--- src/rtl/imem_loader_if.sv ---
// ============================================================================
// Module   : imem_loader_if
// Brief    : Input word stream and memory port bundle for imem_loader.
// Revision : 1.0 - initial release
// ============================================================================
`default_nettype none
`timescale 1ns/1ps

interface imem_loader_if #(
  parameter int AW = 5,
  parameter int DW = 32
) ();
  logic          in_valid;
  logic          in_ready;
  logic [DW-1:0] in_data;
  logic [AW-1:0] mem_addr;
  logic [DW-1:0] mem_wdata;
  logic          mem_mode;
  logic [DW-1:0] mem_rdata;

  modport master (
    input  in_valid, in_data, mem_rdata,
    output in_ready, mem_addr, mem_wdata, mem_mode
  );

  modport slave (
    output in_valid, in_data, mem_rdata,
    input  in_ready, mem_addr, mem_wdata, mem_mode
  );
endinterface

`default_nettype wire

--- src/rtl/imem_loader.sv ---
// ============================================================================
// Module   : imem_loader
// Brief    : Streams words into the instruction memory, then reads the range
//            back and compares additive checksums. For N>0 words with
//            in_valid held high, done pulses in cycle 2N+5 after the edge
//            that accepts start; N=0 finishes in cycle 1.
// Revision : 1.0 - initial release
// ============================================================================
`default_nettype none
`timescale 1ns/1ps

module imem_loader #(
  parameter int AW     = 5,
  parameter int DW     = 32,
  parameter int RD_LAT = 2
) (
  input  logic          clk,
  input  logic          rst_n,
  input  logic          start,
  input  logic [AW-1:0] base_addr,
  input  logic [AW:0]   word_count,
  imem_loader_if.master bus,
  output logic          busy,
  output logic          done,
  output logic          pass,
  output logic [AW:0]   words_written
);

  localparam logic [2:0]  c_IDLE   = 3'd0;
  localparam logic [2:0]  c_LOAD   = 3'd1;
  localparam logic [2:0]  c_VERIFY = 3'd2;
  localparam logic [2:0]  c_DRAIN  = 3'd3;
  localparam logic [2:0]  c_DONE   = 3'd4;
  localparam logic [AW:0] c_ONE    = {{AW{1'b0}}, 1'b1};

  logic [2:0]        r_state;
  logic [AW-1:0]     r_base;
  logic [AW-1:0]     r_addr;
  logic [AW-1:0]     r_mem_addr;
  logic [AW:0]       r_count;
  logic [AW:0]       r_words_written;
  logic [AW:0]       r_rd_left;
  logic [DW-1:0]     r_wsum;
  logic [DW-1:0]     r_rsum;
  logic [DW-1:0]     r_mem_wdata;
  logic              r_in_ready;
  logic              r_mem_mode;
  logic              r_busy;
  logic              r_done;
  logic              r_pass;
  logic              r_rd_issue;
  logic [RD_LAT-1:0] r_rd_vld;

  logic              w_accept;
  logic              w_hs;
  logic              w_last_hs;
  logic              w_drained;
  logic [RD_LAT:0]   w_vld_shift;

  assign w_accept    = start && !r_busy;
  assign w_hs        = bus.in_valid && r_in_ready;
  assign w_last_hs   = w_hs && ((r_words_written + c_ONE) == r_count);
  // r_rd_issue marks a read address currently on the bus; the tap lines up with its data
  assign w_vld_shift = {r_rd_vld, r_rd_issue};
  assign w_drained   = !r_rd_issue && (r_rd_vld == '0);

  always_ff @(posedge clk or negedge rst_n) begin
    if (!rst_n) begin
      r_state         <= c_IDLE;
      r_base          <= '0;
      r_addr          <= '0;
      r_mem_addr      <= '0;
      r_count         <= '0;
      r_words_written <= '0;
      r_rd_left       <= '0;
      r_wsum          <= '0;
      r_rsum          <= '0;
      r_mem_wdata     <= '0;
      r_in_ready      <= 1'b0;
      r_mem_mode      <= 1'b1;
      r_busy          <= 1'b0;
      r_done          <= 1'b0;
      r_pass          <= 1'b0;
      r_rd_issue      <= 1'b0;
      r_rd_vld        <= '0;
    end else begin
      r_mem_mode <= 1'b1;
      r_done     <= 1'b0;
      r_rd_issue <= 1'b0;
      r_rd_vld   <= w_vld_shift[RD_LAT-1:0];
      if (r_rd_vld[RD_LAT-1]) begin
        r_rsum <= r_rsum + bus.mem_rdata;
      end

      if (w_accept) begin
        r_pass          <= 1'b0;
        r_words_written <= '0;
        r_wsum          <= '0;
        r_rsum          <= '0;
        r_base          <= base_addr;
        r_addr          <= base_addr;
        r_count         <= word_count;
        if (word_count == '0) begin
          r_pass  <= 1'b1;
          r_done  <= 1'b1;
          r_state <= c_DONE;
        end else begin
          r_busy     <= 1'b1;
          r_in_ready <= 1'b1;
          r_state    <= c_LOAD;
        end
      end else begin
        case (r_state)
          c_LOAD: begin
            if (w_hs) begin
              r_mem_mode      <= 1'b0;
              r_mem_addr      <= r_addr;
              r_mem_wdata     <= bus.in_data;
              r_wsum          <= r_wsum + bus.in_data;
              r_addr          <= r_addr + 1'b1;
              r_words_written <= r_words_written + c_ONE;
              // The final write still goes out next cycle while reads start behind it
              if (w_last_hs) begin
                r_in_ready <= 1'b0;
                r_addr     <= r_base;
                r_rd_left  <= r_count;
                r_state    <= c_VERIFY;
              end
            end
          end
          c_VERIFY: begin
            r_mem_addr <= r_addr;
            r_addr     <= r_addr + 1'b1;
            r_rd_issue <= 1'b1;
            r_rd_left  <= r_rd_left - c_ONE;
            if (r_rd_left == c_ONE) begin
              r_state <= c_DRAIN;
            end
          end
          c_DRAIN: begin
            if (w_drained) begin
              r_pass  <= (r_rsum == r_wsum);
              r_done  <= 1'b1;
              r_busy  <= 1'b0;
              r_state <= c_DONE;
            end
          end
          c_DONE:  r_state <= c_IDLE;
          default: r_state <= c_IDLE;
        endcase
      end
    end
  end

  assign bus.in_ready  = r_in_ready;
  assign bus.mem_addr  = r_mem_addr;
  assign bus.mem_wdata = r_mem_wdata;
  assign bus.mem_mode  = r_mem_mode;
  assign busy          = r_busy;
  assign done          = r_done;
  assign pass          = r_pass;
  assign words_written = r_words_written;

endmodule

`default_nettype wire

--- src/flat_wrapper.sv ---
// flat-port wrapper written by rule: the top's interface ports become plain ports
module imem_loader_flat 
#(
  parameter int AW     = 5,
  parameter int DW     = 32,
  parameter int RD_LAT = 2
)
  (clk, rst_n, start, base_addr, word_count, busy, done, pass, words_written, bus_in_valid, bus_in_data, bus_mem_rdata, bus_in_ready, bus_mem_addr, bus_mem_wdata, bus_mem_mode);
  imem_loader_if #(.AW(AW), .DW(DW)) bus_i ();
  input  logic clk;
  input  logic rst_n;
  input  logic start;
  input  logic [AW-1:0] base_addr;
  input  logic [AW:0] word_count;
  output logic busy;
  output logic done;
  output logic pass;
  output logic [AW:0] words_written;
  input wire logic [$bits(bus_i.in_valid)-1:0] bus_in_valid;
  input wire logic [$bits(bus_i.in_data)-1:0] bus_in_data;
  input wire logic [$bits(bus_i.mem_rdata)-1:0] bus_mem_rdata;
  output wire logic [$bits(bus_i.in_ready)-1:0] bus_in_ready;
  output wire logic [$bits(bus_i.mem_addr)-1:0] bus_mem_addr;
  output wire logic [$bits(bus_i.mem_wdata)-1:0] bus_mem_wdata;
  output wire logic [$bits(bus_i.mem_mode)-1:0] bus_mem_mode;
  assign bus_i.in_valid = bus_in_valid;
  assign bus_i.in_data = bus_in_data;
  assign bus_i.mem_rdata = bus_mem_rdata;
  assign bus_in_ready = bus_i.in_ready;
  assign bus_mem_addr = bus_i.mem_addr;
  assign bus_mem_wdata = bus_i.mem_wdata;
  assign bus_mem_mode = bus_i.mem_mode;
  imem_loader #(.AW(AW), .DW(DW), .RD_LAT(RD_LAT)) u_core (.clk(clk), .rst_n(rst_n), .start(start), .base_addr(base_addr), .word_count(word_count), .bus(bus_i), .busy(busy), .done(done), .pass(pass), .words_written(words_written));
endmodule
--- config.mk ---
export PLATFORM = sky130hd
export DESIGN_NAME = imem_loader_flat
export DESIGN_NICKNAME = d
export VERILOG_FILES = /design/src/rtl/imem_loader_if.sv /design/src/rtl/imem_loader.sv /design/src/flat_wrapper.sv
export SDC_FILE = /design/constraint.sdc
export NUM_CORES = 1
export LEC_CHECK = 0
export ABC_CLOCK_PERIOD_IN_PS = 3700
export CAP_MARGIN = 15
export CORE_MARGIN = 1.5
export CORE_UTILIZATION = 50
export DETAILED_ROUTE_END_ITERATION = 7
export PLACE_DENSITY = 0.74
export SYNTH_ARGS = -nofsm -noshare
export SYNTH_HDL_FRONTEND = slang
export SYNTH_SLANG_ARGS = --single-unit
--- constraint.sdc ---
create_clock -name clk -period 3.7 [get_ports clk]
set_input_delay 0.37 -clock clk [delete_from_list [all_inputs] [get_ports clk]]
set_output_delay 0.37 -clock clk [all_outputs]
set_load 0.1 [all_outputs]
==> results.toml <==
[setup_path]
cp.arrival_ps = 3540
crit_fanout = 4
critPathLaunchType = "primary input"
worstPathRequired_ps = 4050
critPathCaptureType = "flip-flop"
worstSetupPathType = "in -> reg"
rrSetupSlack_ps = 640

[floorplanning]
die_x_um = 139
die_area_um2 = 19200
row_count = 49
start_util_pct = 51.0
die_h_um = 139
core_area_um2 = 18000
ioPinCount = 127

[grt]
grt_usage_pct = 25.5
grt_max_degree = 98
overflow = 0
grt_pass1_wl_um = 39700
grt_pass1_vias = 7751
antenna_found_initial = 0

[synth]
synth-seq-area-share_pct = 38.1
synth_cell_types = 63
synth-seq-cells = 140
synth_fp_nets = 1230
synth_edf_count = 0
synthCells = 1083
synth_area_leader_cell = "dfrtp_1"
synth_top_area_share_pct = 37.8
synth_area_um2 = 9200
synth_ff_type = "dfrtp_1"
synth_area_leaders = "dfrtp_1 38%, ha_1 9.0%, nand2_1 8.7%, xnor2_1 5.5%, a21oi_1 5.3%"
ys_warn_count = 0
post-synth-top-count-cell = "nand2_1"
post_synth.cell_area_avg_um2 = 8.49
synth_common_cells = "214 x nand2_1, 139 x dfrtp_1, 97 x a21oi_1"
synth_async_sr_flop_share_pct = 100

[clock_network]
clk_path_buf_depth = 2
cts_resized = 0
cts-root-buf = "clkbuf_16"
cts-hold-fix-buffers = 0
cts_htree_levels = 4
cts_setup_buffers = 0
cts_buffers = 17
path_clk_slew_ps = 60
clkLatencyLatePin_ps = 420
cts_tree = "built"
clock-sinks = 140

[layout]
fillCellCount = 1555
drive_gt1_share_pct = 5.59
nets = 1351
diodes = 0
syn2layout_area_growth_pct = 23.6

[outcome]
status = "finished, final reports clean"

[place]
dpl.hpwl_um = 17800
post-place-ws_ps = 145
port_buffers = 126
gp_congestion = 0.925

[drt]
drt-initial-drc-count = 632
vias_per_cell = 5.72
vias = 8268
remaining_drc_errors = 0
wl_per_cell_um = 16.6
routed_wirelength_um = 24000
antenna_left = 0
firstDrtPassIters = 5

[timing]
skew_ps = 10.6
finalSetupViolCount = 0
tightest_slew_ps = 976
holdWs_ps = 40.0
fin_crit_sh_pct = 86.2
rsz0062_at_grt = "false"
fmax_mhz = 314
final-hold-violation-count = 0
slew_headroom_pct = 34.7
final_max_slew_viol_count = 0
final.setup.tns_ps = 0
fin_ws_ps = 511
post-route-min-period_ps = 3190

[job]
drv_cap = 0

[power]
power.density_nw_per_um2 = 906
power_w = 0.0103
max-vdd-ir-drop_v = 0.000874
leakagePower_nw = 5.18

[min_path]
hp-class = "in -> async"
## cell usage in the layout (no fill, tap or decap), types with 5 or more instances in the layout
cell type and instances:
o21a_1 11, and3_1 9, o22ai_1 5, or3_1 10
ha_1 66, nor3_1 20, dfrtp_1 139, a211oi_1 11
a31oi_1 10, xor2_1 28, clkbuf_16 17, mux2_2 6
o211ai_1 7, mux2i_1 16, nand2_1 214, nand4_1 13
nor2b_1 11, a21o_1 28, a21oi_1 97, nor2_1 87
clkdlybuf4s50_1 125, o21ai_0 70, buf_4 13, nand3_1 29
o21bai_1 5, xnor2_1 58, inv_1 17, nand2b_1 10
and2_1 5
## kinds of logic after synthesis
logic type | share of synthesized area (%)
multiplexers | 2.48
AND/OR/NAND/NOR | 20.9
XOR/XNOR | 8.19
flip-flops | 38.1
AO/OA/AOI/OAI | 18.7
adder cells (fa/ha/maj) | 9.41
buffers and inverters | 2.20
## worst max-delay path, cell delays in order
cell	delay [ps]
clkdlybuf4s50_1	550
ha_1	280
inv_1	80
fa_1	430
nor2b_1	180
o31ai_1	130
a21o_1	200
a31oi_2	160
nor2_1	90
o31a_1	340
o311a_1	320
or3_1	340
o211ai_2	70
## state kept, by name, summed over array words and instances, names as in the netlist, 6 cells and up
register              cells
u_core.bus.mem_wdata     32
u_core.r_count            6
u_core.r_rd_left          6
u_core.r_rsum            32
u_core.r_wsum            32
u_core.words_written      6
## layer usage
layer | vias up | wire (µm) | GRT usage [%]
met2 | 243 | 10400 | 37.6
met5 | - | 0 | 0
met1 | 3934 | 11900 | 39.0
li1 | 4065 | - | -
met3 | 26 | 1430 | 4.21
met4 | 0 | 319 | 6.85
## metrics by stage
step                cells  utilization (%)  cell area, µm²
global placement     1414             59.5           10700
CTS                  1446             63.1           11400
detailed placement   1414             59.5           10700
global route         1446             63.1           11400
finish               1446             63.1           11400
floorplan            1083                -            9200
## worst paths after layout
path	startpoint	end	cells after the start
max reg2reg	u_core.r_wsum[0]	u_core.r_wsum[28]	12
min reg2reg	u_core.r_rd_vld[0]	u_core.r_rd_vld[1]	0
max in group asynchronous	rst_n	u_core.r_rd_left[4]	2
min	rst_n	u_core.bus.mem_addr[3]	1
min in group clk	u_core.r_rd_vld[0]	u_core.r_rd_vld[1]	0
max	bus_in_data[0]	u_core.r_wsum[28]	13
## area by class of cell
cell class	count	area, µm²	share of cell area (%)
inverters	17	63.8	0.561
well taps	229	287	2.52
clock inverters	10	160	1.41
flip-flops and latches	140	3500	30.8
multi-input cells	889	5510	48.5
clock buffers	22	484	4.26
repair buffers	139	1360	12.0
## where the power goes
group | leakage [nW] | total [W] | switching, W | internal, W
clock | 0.316 | 0.00186 | 0.000656 | 0.00120
combinational | 3.07 | 0.00570 | 0.00376 | 0.00194
sequential | 1.79 | 0.00274 | 0.000607 | 0.00214
(Power assumes the default switching activity.)
